==> config.mk <==
export PLATFORM = sky130hd
export DESIGN_NAME = daq_chain_arbiter_flat
export DESIGN_NICKNAME = d
export VERILOG_FILES = /design/src/rtl/daq_chain_arbiter_pkg.sv /design/src/rtl/daq_chain_arbiter_if.sv /design/src/rtl/daq_chain_arbiter_rr_grant_select.sv /design/src/rtl/daq_chain_arbiter.sv /design/src/flat_wrapper.sv
export SDC_FILE = /design/constraint.sdc
export NUM_CORES = 1
export LEC_CHECK = 0
export BUFFER_PORTS_ARGS = -buffer_cell sky130_fd_sc_hd__buf_4
export CAP_MARGIN = 25
export CELL_PAD_IN_SITES_DETAIL_PLACEMENT = 0
export CELL_PAD_IN_SITES_GLOBAL_PLACEMENT = 1
export CORE_UTILIZATION = 34
export DETAILED_ROUTE_END_ITERATION = 7
export PLACE_DENSITY_LB_ADDON = 0.15
export SLEW_MARGIN = 40
export SYNTH_ARGS = -nofsm -noshare
export SYNTH_HDL_FRONTEND = slang
export SYNTH_HIERARCHICAL = 1
export SYNTH_SLANG_ARGS = --single-unit
export TNS_END_PERCENT = 20
==> constraint.sdc <==
create_clock -name Clk -period 2.6 [get_ports Clk]
set_input_delay 0.39 -clock Clk [delete_from_list [all_inputs] [get_ports Clk]]
set_output_delay 0.39 -clock Clk [all_outputs]
set_load 0.02 [all_outputs]
==> src/rtl/daq_chain_arbiter_pkg.sv <==
// Shared types and framing constants for the DAQ chain arbiter.
// The optional trailer word is enabled with the DAQ_ARB_TRAILER_EN macro.
package daq_arb_pkg;

  typedef enum logic [1:0] {
    IDLE    = 2'd0,
    HEADER  = 2'd1,
    DATA    = 2'd2,
    TRAILER = 2'd3
  } arbState_t;

  localparam int         FIFO_WIDTH  = 16;
  localparam logic [7:0] HEADER_TAG  = 8'hCA;
  localparam logic [3:0] TRAILER_TAG = 4'hE;

endpackage

==> src/rtl/daq_chain_arbiter_if.sv <==
// Chain streams and USB FIFO write port shared by the arbiter and its environment.
// Chain handshake: a word moves on a cycle where ChainValid[i] & ChainReady[i] are both high;
// ChainLast[i] only counts on such a cycle; the FIFO takes one word per ExternalFifoDataEnable pulse.
interface daq_chain_arbiter_if
  import daq_arb_pkg::*;
#(
  parameter int NUM_CHAINS = 4,
  parameter int DATA_WIDTH = FIFO_WIDTH
);
  logic                             ArbEnable;
  logic [NUM_CHAINS*DATA_WIDTH-1:0] ChainData;
  logic [NUM_CHAINS-1:0]            ChainValid;
  logic [NUM_CHAINS-1:0]            ChainLast;
  logic [NUM_CHAINS-1:0]            ChainReady;
  logic                             ExternalFifoFull;
  logic [DATA_WIDTH-1:0]            ExternalFifoData;
  logic                             ExternalFifoDataEnable;
  logic [1:0]                       GrantId;
  logic                             Busy;

  modport master (
    input  ArbEnable, ChainData, ChainValid, ChainLast, ExternalFifoFull,
    output ChainReady, ExternalFifoData, ExternalFifoDataEnable, GrantId, Busy
  );

  modport slave (
    output ArbEnable, ChainData, ChainValid, ChainLast, ExternalFifoFull,
    input  ChainReady, ExternalFifoData, ExternalFifoDataEnable, GrantId, Busy
  );
endinterface

==> src/rtl/daq_chain_arbiter_rr_grant_select.sv <==
// Combinational round-robin pick: the nearest requester after lastPtr wins.
module rr_grant_select
  import daq_arb_pkg::*;
#(
  parameter int NUM_CHAINS = 4
) (
  input  logic [NUM_CHAINS-1:0] req,
  input  logic [1:0]            lastPtr,
  output logic [NUM_CHAINS-1:0] grant,
  output logic [1:0]            grantIdx,
  output logic                  anyReq
);
  always_comb begin
    grant    = '0;
    grantIdx = '0;
    anyReq   = |req;
    // Walk from the farthest candidate to the nearest so the nearest overwrites.
    for (int k = NUM_CHAINS; k >= 1; k--) begin
      if (req[(int'(lastPtr) + k) % NUM_CHAINS]) begin
        grant    = NUM_CHAINS'(1) << ((int'(lastPtr) + k) % NUM_CHAINS);
        grantIdx = 2'((int'(lastPtr) + k) % NUM_CHAINS);
      end
    end
  end
endmodule

==> src/rtl/daq_chain_arbiter.sv <==
// Round-robin arbiter framing packets from up to four readout chains into one FIFO port.
// DAQ_ARB_TRAILER_EN adds a trailer word {E, count[11:0]} after each packet.
module daq_chain_arbiter
  import daq_arb_pkg::*;
#(
  parameter int NUM_CHAINS = 4,
  parameter int DATA_WIDTH = 16
) (
  input  logic                Clk,
  input  logic                reset_n,
  daq_chain_arbiter_if.master bus,
  output arbState_t           ArbState
);
  arbState_t state, stateNext;
  logic [1:0]            lastPtr;
  logic [1:0]            grantId;
  logic [NUM_CHAINS-1:0] grantMask;
  logic [NUM_CHAINS-1:0] rrGrant;
  logic [1:0]            rrIdx;
  logic                  rrAny;
  logic [DATA_WIDTH-1:0] grantedData;
  logic                  grantedValid, grantedLast;
  logic                  doGrant, writeHeader, doTransfer, writeTrailer;
  logic [NUM_CHAINS-1:0] chainReady;
  logic [DATA_WIDTH-1:0] fifoData;
  logic                  fifoEn, busy;

  rr_grant_select #(.NUM_CHAINS(NUM_CHAINS)) uSelect (
    .req      (bus.ChainValid),
    .lastPtr  (lastPtr),
    .grant    (rrGrant),
    .grantIdx (rrIdx),
    .anyReq   (rrAny)
  );

  assign grantedData  = bus.ChainData[grantId*DATA_WIDTH +: DATA_WIDTH];
  assign grantedValid = |(bus.ChainValid & grantMask);
  assign grantedLast  = |(bus.ChainLast & grantMask);

  always_comb begin
    stateNext    = state;
    doGrant      = 1'b0;
    writeHeader  = 1'b0;
    doTransfer   = 1'b0;
    writeTrailer = 1'b0;
    chainReady   = '0;
    case (state)
      IDLE: if (bus.ArbEnable && rrAny) begin
        doGrant   = 1'b1;
        stateNext = HEADER;
      end
      HEADER: if (!bus.ExternalFifoFull) begin
        writeHeader = 1'b1;
        stateNext   = DATA;
      end
      DATA: begin
        chainReady = grantMask & {NUM_CHAINS{~bus.ExternalFifoFull}};
        if (grantedValid && !bus.ExternalFifoFull) begin
          doTransfer = 1'b1;
          if (grantedLast) begin
`ifdef DAQ_ARB_TRAILER_EN
            stateNext = TRAILER;
`else
            stateNext = IDLE;
`endif
          end
        end
      end
`ifdef DAQ_ARB_TRAILER_EN
      TRAILER: if (!bus.ExternalFifoFull) begin
        writeTrailer = 1'b1;
        stateNext    = IDLE;
      end
`endif
      default: stateNext = IDLE;
    endcase
  end

`ifdef DAQ_ARB_TRAILER_EN
  logic [11:0] wordCount;

  // Count wraps at 4096; the trailer carries the low 12 bits including the last word.
  always_ff @(posedge Clk or negedge reset_n) begin
    if (!reset_n)         wordCount <= '0;
    else if (writeHeader) wordCount <= '0;
    else if (doTransfer)  wordCount <= wordCount + 12'd1;
  end
`endif

  always_ff @(posedge Clk or negedge reset_n) begin
    if (!reset_n) begin
      state     <= IDLE;
      lastPtr   <= 2'(NUM_CHAINS - 1);
      grantId   <= '0;
      grantMask <= '0;
      busy      <= 1'b0;
      fifoData  <= '0;
      fifoEn    <= 1'b0;
    end else begin
      state  <= stateNext;
      busy   <= (stateNext != IDLE);
      fifoEn <= writeHeader | doTransfer | writeTrailer;
      if (doGrant) begin
        grantId   <= rrIdx;
        grantMask <= rrGrant;
        lastPtr   <= rrIdx;
      end
      if (writeHeader) fifoData <= {HEADER_TAG, 6'b0, grantId};
      else if (doTransfer) fifoData <= grantedData;
`ifdef DAQ_ARB_TRAILER_EN
      else if (writeTrailer) fifoData <= {TRAILER_TAG, wordCount};
`endif
    end
  end

  assign bus.ChainReady             = chainReady;
  assign bus.ExternalFifoData       = fifoData;
  assign bus.ExternalFifoDataEnable = fifoEn;
  assign bus.GrantId                = grantId;
  assign bus.Busy                   = busy;
  assign ArbState                   = state;
endmodule

==> src/flat_wrapper.sv <==
// flat-port wrapper written by rule: the top's interface ports become plain ports
module daq_chain_arbiter_flat import daq_arb_pkg::*;
#(
  parameter int NUM_CHAINS = 4,
  parameter int DATA_WIDTH = 16
)
  (Clk, reset_n, ArbState, bus_ArbEnable, bus_ChainData, bus_ChainValid, bus_ChainLast, bus_ExternalFifoFull, bus_ChainReady, bus_ExternalFifoData, bus_ExternalFifoDataEnable, bus_GrantId, bus_Busy);
  daq_chain_arbiter_if #(.NUM_CHAINS(NUM_CHAINS), .DATA_WIDTH(DATA_WIDTH)) bus_i ();
  input  logic Clk;
  input  logic reset_n;
  output arbState_t ArbState;
  input wire logic [$bits(bus_i.ArbEnable)-1:0] bus_ArbEnable;
  input wire logic [$bits(bus_i.ChainData)-1:0] bus_ChainData;
  input wire logic [$bits(bus_i.ChainValid)-1:0] bus_ChainValid;
  input wire logic [$bits(bus_i.ChainLast)-1:0] bus_ChainLast;
  input wire logic [$bits(bus_i.ExternalFifoFull)-1:0] bus_ExternalFifoFull;
  output wire logic [$bits(bus_i.ChainReady)-1:0] bus_ChainReady;
  output wire logic [$bits(bus_i.ExternalFifoData)-1:0] bus_ExternalFifoData;
  output wire logic [$bits(bus_i.ExternalFifoDataEnable)-1:0] bus_ExternalFifoDataEnable;
  output wire logic [$bits(bus_i.GrantId)-1:0] bus_GrantId;
  output wire logic [$bits(bus_i.Busy)-1:0] bus_Busy;
  assign bus_i.ArbEnable = bus_ArbEnable;
  assign bus_i.ChainData = bus_ChainData;
  assign bus_i.ChainValid = bus_ChainValid;
  assign bus_i.ChainLast = bus_ChainLast;
  assign bus_i.ExternalFifoFull = bus_ExternalFifoFull;
  assign bus_ChainReady = bus_i.ChainReady;
  assign bus_ExternalFifoData = bus_i.ExternalFifoData;
  assign bus_ExternalFifoDataEnable = bus_i.ExternalFifoDataEnable;
  assign bus_GrantId = bus_i.GrantId;
  assign bus_Busy = bus_i.Busy;
  daq_chain_arbiter #(.NUM_CHAINS(NUM_CHAINS), .DATA_WIDTH(DATA_WIDTH)) u_core (.Clk(Clk), .reset_n(reset_n), .bus(bus_i), .ArbState(ArbState));
endmodule
==> reports/qor.txt, run 1 <==
First-pass GRT wire length - 9.43 mm
Antenna violations before repair - 0
Maximum vdd drop - 481 µV
Clk sinks - 28
CTS clk-pin slew, worst paths - 0.10 ns
Worst EP required - 2.82 ns
Worst-path cell chain - inv_1, ha_1, mux2_2, mux2i_2, o211ai_1, o21ai_0, nand2_1, nand2_1
Synth cell count leaders - 58 x nand2_1, 26 x dfrtp_1, 15 x mux4_2, 15 x nand3_1, 10 x o21ai_0
CTS Hold Bufs - 0
Nets@finish - 393
Largest stage delay, worst path - 0.54 ns
Avg WL per Cell - 15.6 µm
Outcome - finished, final reports clean
Power Density - 1030 mW/mm²
Clock Tree Root - clkbuf_8
Antenna-violating nets left - 0
Finished Core Util - 50.0%
Residual DRC - 0
Share of the synthesized area in the top cell type - 31.4%
Die Ht - 80.1 µm
Vias - 2054
Port Buf Inserts - 101
Diodes inserted - 0
CTS Buffer Depth - 2
Row cnt - 28
Part of the Yosys area used for sequential elements - 33.9%
Slew Limit Headroom - 57.1%
Synth cell types - 41
Filler cells - 586
# setup viols final - 0
Layout area overhead - 42.1%
Clock latency on the worst-skew pair - 0.27 ns
Slew Limit Fails - 0
Layout cells sized above 1 - 44.5%
Post-Route WL - 6.01 mm
Final hold violations - 0
Io pins - 102
R2r endpoint - u_core/lastPtr[0]$_DFFE_PN1P_
Post-synth ARST share - 100%
Fmax - 444 MHz
Skew final - 0.00445 ns
Synthesized area - 0.00207 mm²
Leakage - 1.39 nW
Most instantiated library cell after synthesis - nand2_1
Worst Path Max Fanout - 9
Critical path endpoint category - flop
EDFF count, synth - 0
Max-cap viol count - 0
Synth Register Bits - 28
Dpl hpwl - 4.58 mm
RSZ-0062 raised after global routing - false
Post-CTS resize count - 0
FF-to-FF Start - u_core/lastPtr[1]$_DFFE_PN1P_
Gpl congestion - 0.872
CTS tree - built
Core area - 0.00589 mm²
Vias in the first global route - 1959
Syn_area_per_cell - 9.82 µm²
Setup crit start kind - flop
CP max-delay cell - dfstp_2
Net Count, Synth - 293
Initial DRC count - 158
Final period utilization - 86.6%
Global Route Usage Sum - 19.2%
Min Tclk post-route - 2.25 ns
Overflow after GRT - 0
Largest net degree at the start of global routing - 29
Critical setup path kind - reg2reg
Worst hold path type - in2async
Syn Inst Count - 211
Setup TNS - 0 ns
WP buf/inv - 1
R2r setup slk - 0.35 ns
Cts bufs inserted - 3
Top delay family on crit path - multiplexers
Die width - 80.1 µm
WP data arrival - 2.47 ns
CP most frequent cell - nand2_1
Postcts setup bufs - 0
Initial Utilization - 35.2%
Area contributors post-synth - dfrtp_1 31%, mux4_2 16%, nand2_1 11%
Cells on worst reg2reg path - 8
Slew @ Worst Pin - 0.643 ns
YS warnings - 6
Final Power - 3.02 mW
Post-DR vias/cell - 5.34
Die area - 0.00641 mm²
Largest area contributor in the netlist - dfrtp_1
DR pass1 iterations - 4
Post-synth top flop - dfrtp_1
H-tree levels - 1
## final cells by class
type | instances | area [µm²] | share of cell area, %
Inverter | 2 | 7.51 | 0.255
Clock buffer | 4 | 55.1 | 1.87
Tap cell | 75 | 93.8 | 3.19
Sequential cell | 28 | 703 | 23.9
Multi-Input combinational cell | 170 | 1290 | 43.8
Timing Repair Buffer | 106 | 796 | 27.0
## per-layer routing
metal  vias to the layer above  wire [µm]  global-route usage [%]
met1                       997       2440                    24.9
met5                         -          0                       0
met3                         2        446                    4.09
met2                        79       3100                    32.6
li1                        976          -                       -
met4                         0         27                    3.93
## per-stage QoR
| step | setup WS, ns | cells | area, µm² | hold slack (ns) |
|---|---|---|---|---|
| 2_1_floorplan | 0.219 | 211 | 2070 | 0.0944 |
| 3_3_place_gp | 0.393 | 381 | 2890 | 0.336 |
| 3_5_place_dp | 0.382 | 381 | 2890 | 0.337 |
| 4_1_cts | 0.350 | 385 | 2950 | 0.0273 |
| 5_1_grt | 0.151 | 385 | 2950 | 0.0332 |
| 6_report | 0.350 | 385 | 2950 | 0.0160 |
## sequential cells by signal, summed over array words and instances (netlist names)
name / flops
u_core/ArbState: 2
u_core/bus.Busy: 1
u_core/bus.ExternalFifoData: 16
u_core/bus.ExternalFifoDataEnable: 1
u_core/bus.GrantId: 2
u_core/grantMask: 4
u_core/lastPtr: 2
## cell families (layout without fill, tap and decap cells)
| logic type | count (synthesis) | count (layout) | share of synthesized area [%] |
|---|---|---|---|
| flops | 28 | 28 | 33.9 |
| simple gates | 101 | 101 | 23.4 |
| fa+ha+maj | 6 | 6 | 3.62 |
| mux | 26 | 26 | 22.0 |
| compound gates | 37 | 37 | 13.3 |
| buf+inv | 13 | 112 | 3.80 |
## cells in the final DEF, fill, tap and decap left out, types with 3 or more instances in the layout
| cell | count |
|---|---|
| a21oi_1 | 6 |
| a22oi_1 | 4 |
| a41oi_1 | 3 |
| and2_1 | 4 |
| buf_4 | 106 |
| clkbuf_8 | 4 |
| dfrtp_1 | 26 |
| ha_1 | 6 |
| mux2_2 | 3 |
| mux2i_1 | 7 |
| mux4_2 | 15 |
| nand2_1 | 58 |
| nand2b_1 | 4 |
| nand3_1 | 15 |
| nand4b_1 | 4 |
| nor2_1 | 6 |
| o21ai_0 | 10 |
## report_power, final
group          switching, mW  internal (mW)
Combinational           1.03          0.907
Sequential             0.160          0.647
Clock                  0.138          0.136
## worst register-to-register path: cells and delay by family, from the launching register on
| kind | cells | cell delay, ns |
|---|---|---|
| multiplexers | 2 | 0.80 |
| flip-flops | 1 | 0.54 |
| adder cells (fa/ha/maj) | 1 | 0.39 |
| AO/OA/AOI/OAI | 2 | 0.25 |
| AND/OR/NAND/NOR | 2 | 0.16 |
| buffers and inverters | 1 | 0.07 |
## worst max-delay path by stage
stage                                   from  slack (ns)                                 to  cells past startpoint
2_1_floorplan  u_core/lastPtr[0]$_DFFE_PN1P_        0.22    u_core/grantMask[0]$_DFFE_PN0P_                      8
3_3_place_gp   u_core/lastPtr[1]$_DFFE_PN1P_        0.39  u_core/bus.GrantId[0]$_DFFE_PN0P_                      8
3_5_place_dp   u_core/lastPtr[1]$_DFFE_PN1P_        0.38    u_core/grantMask[1]$_DFFE_PN0P_                      7
4_1_cts        u_core/lastPtr[1]$_DFFE_PN1P_        0.35  u_core/bus.GrantId[0]$_DFFE_PN0P_                      8
5_1_grt        u_core/lastPtr[1]$_DFFE_PN1P_        0.15      u_core/lastPtr[0]$_DFFE_PN1P_                      8
6_report       u_core/lastPtr[1]$_DFFE_PN1P_        0.35      u_core/lastPtr[0]$_DFFE_PN1P_                      8
(Power assumes the default switching activity.)
==> run 2: changes to the inputs <==
Settings changed: ABC_AREA from default to 1, CORE_UTILIZATION 34 to 31.
==> run 2 against run 1 <==
Count of clock-buffer cells in the layout shrank 1. First-iteration DRC count shrank 30%. Final cell count grew 39%. Critical path type unchanged.
==> reports/qor.txt, run 2 <==
Clock Tree Root - clkbuf_8
Most frequent cells in the layout - 133 x nand2_1, 103 x buf_4, 30 x inv_1, 30 x nor2_1, 28 x nand3_1
Maximum vdd drop - 444 µV
Worst EP required - 2.74 ns
Antenna-violating nets left - 0
Synth Register Bits - 28
Final hold violations - 0
Synth cell count leaders - 133 x nand2_1, 30 x inv_1, 30 x nor2_1, 28 x nand3_1, 26 x dfrtp_1
Core area - 0.00683 mm²
Slew Limit Fails - 0
CTS clk-pin slew, worst paths - 0.10 ns
Combinational family with the most area after synthesis - simple AND/OR/NAND/NOR gates
Slew @ Worst Pin - 0.555 ns
Clock latency on the worst-skew pair - 0.28 ns
Worst-path cell chain - inv_2, ha_1, inv_1, nand3_1, nand2_2, nand2_1, clkinv_1, o21ai_0, nand2_1, nand2_1, o21ai_0
Leakage - 1.74 nW
Post-synth top flop - dfrtp_1
Syn Inst Count - 344
Io pins - 102
Layout area overhead - 39.4%
Placed Area - 0.00302 mm²
Critical path endpoint category - flop
RSZ-0062 raised after global routing - false
Skew final - 0.00198 ns
Die width - 86.5 µm
H-tree levels - 1
Initial Utilization - 32.4%
Setup TNS - 0 ns
Die area - 0.00749 mm²
Post-synthesis mux area share - 0%
Avg WL per Cell - 12.2 µm
Synthesized area - 0.00221 mm²
Final Power - 3.33 mW
Row cnt - 30
Antenna violations before repair - 0
Post-CTS resize count - 0
Critical setup path kind - reg2reg
Share of the synthesized area in the top cell type - 29.4%
CTS Hold Bufs - 0
Postcts setup bufs - 0
Largest stage delay, worst path - 0.66 ns
WP depth - 11
Port Buf Inserts - 101
Global Route Usage Sum - 17.9%
Cells on worst reg2reg path - 11
CP most frequent cell - nand2_1
Min Tclk post-route - 2.17 ns
First-pass GRT wire length - 10.6 mm
Post-Synth Adder-Cell Area - 3.39%
Slew Limit Headroom - 62.9%
Part of the Yosys area used for sequential elements - 31.8%
Nets@finish - 521
Syn_area_per_cell - 6.44 µm²
Post-synth ARST share - 100%
Worst hold path type - in2async
Vias - 2444
Max FFs per register - 16
Power Density - 1080 mW/mm²
Dpl hpwl - 4.80 mm
Setup crit start kind - flop
Top delay family on crit path - flip-flops
Most instantiated library cell after synthesis - nand2_1
Residual DRC - 0
Largest area contributor in the netlist - dfrtp_1
Simple-gate area share of the yosys netlist - 44.3%
Synth Area in XOR/XNOR - 0%
Vias in the first global route - 2314
Initial DRC count - 111
YS warnings - 6
Net Count, Synth - 426
Fmax - 460 MHz
Final period utilization - 83.5%
CTS Buffer Depth - 2
Overflow after GRT - 0
Post-DR vias/cell - 4.58
DR pass1 iterations - 4
Worst Path Max Fanout - 11
Gpl congestion - 0.900
EDFF count, synth - 0
Largest net degree at the start of global routing - 33
Outcome - finished, final reports clean
WP buf/inv - 3
Synth cell types - 26
Design area - 0.00309 mm²
Most common cell after layout, fill and taps aside - nand2_1
Diodes inserted - 0
CTS tree - built
# setup viols final - 0
Die Ht - 86.5 µm
CP max-delay cell - dfstp_2
Post-Route WL - 6.51 mm
Cts bufs inserted - 3
Area contributors post-synth - dfrtp_1 29%, nand2_1 23%, nand3_1 6.3%
Layout cells sized above 1 - 31.3%
Clk sinks - 28
WP data arrival - 2.31 ns
Synth Area in Compound Gates - 10.3%
Max-cap viol count - 0
[run 2: changes by cell type in the layout (fill, tap and decap cells not counted), moves of 14 or more]
| cell | change |
|---|---|
| nand2_2 | +14 |
| mux4_2 | -15 |
| nand2_1 | +75 |
| inv_1 | +28 |
| nor2_1 | +24 |
[run 2: path summary, 6_finish.rpt]
path / slack, ns / startpoint / to
min in group Clk: 0.47 / bus_ChainData[10] / u_core/bus.ExternalFifoData[10]$_DFFE_PN0P_
hold / removal: 0.01 / reset_n / u_core/bus.ExternalFifoData[15]$_DFFE_PN0P_
setup / recovery: 0.43 / u_core/lastPtr[0]$_DFFE_PN1P_ / u_core/bus.GrantId[0]$_DFFE_PN0P_
setup reg to reg: 0.43 / u_core/lastPtr[0]$_DFFE_PN1P_ / u_core/bus.GrantId[0]$_DFFE_PN0P_
max in group asynchronous: 2.27 / reset_n / u_core/lastPtr[0]$_DFFE_PN1P_
hold reg to reg: 0.49 / u_core/bus.ExternalFifoData[0]$_DFFE_PN0P_ / u_core/bus.ExternalFifoData[0]$_DFFE_PN0P_
[run 2: metrics by stage]
stage,worst slack (ns),utilization (%),cells,hold WS [ns]
floorplan,0.707,-,344,0.0944
global placement,0.513,44.2,530,0.341
detailed placement,0.457,44.2,530,0.347
CTS,0.418,45.2,534,0.0278
global route,0.102,45.2,534,0.0339
finish,0.428,45.2,534,0.0106
[run 2: cell families after synthesis]
kind of cell | count (synthesis)
compound gates | 43
flops | 28
fa+ha+maj | 6
simple gates | 218
buf+inv | 49
[run 2: final cells by class]
| cell class | instances | area, µm² |
|---|---|---|
| clock inverters | 1 | 30.0 |
| multi-input cells | 267 | 1280 |
| well taps | 96 | 120 |
| flip-flops and latches | 28 | 703 |
| fillers | 744 | 3740 |
| inverters | 36 | 136 |
| repair buffers | 103 | 773 |
| clock buffers | 3 | 41.3 |
[run 2: worst reg2reg max path, cell delays in order, from the launching register on]
cell	delay (ns)
dfstp_2	0.66
inv_2	0.12
ha_1	0.37
inv_1	0.09
nand3_1	0.10
nand2_2	0.07
nand2_1	0.07
clkinv_1	0.13
o21ai_0	0.17
nand2_1	0.07
nand2_1	0.09
o21ai_0	0.10
[run 2: routing by layer]
layer	wire length [µm]	vias to the layer above	GRT usage (%)
met1	2980	1077	22.7
met2	2970	95	31.5
met4	82	0	5.45
met3	483	8	2.48
met5	0	-	0
li1	-	1264	-
[run 2: where the power goes]
part           switching [mW]  leakage (nW)  internal [mW]
Clock                   0.149        0.0357          0.206
Combinational            1.38          1.35          0.822
Sequential              0.150         0.354          0.626
Total                    1.68          1.74           1.65
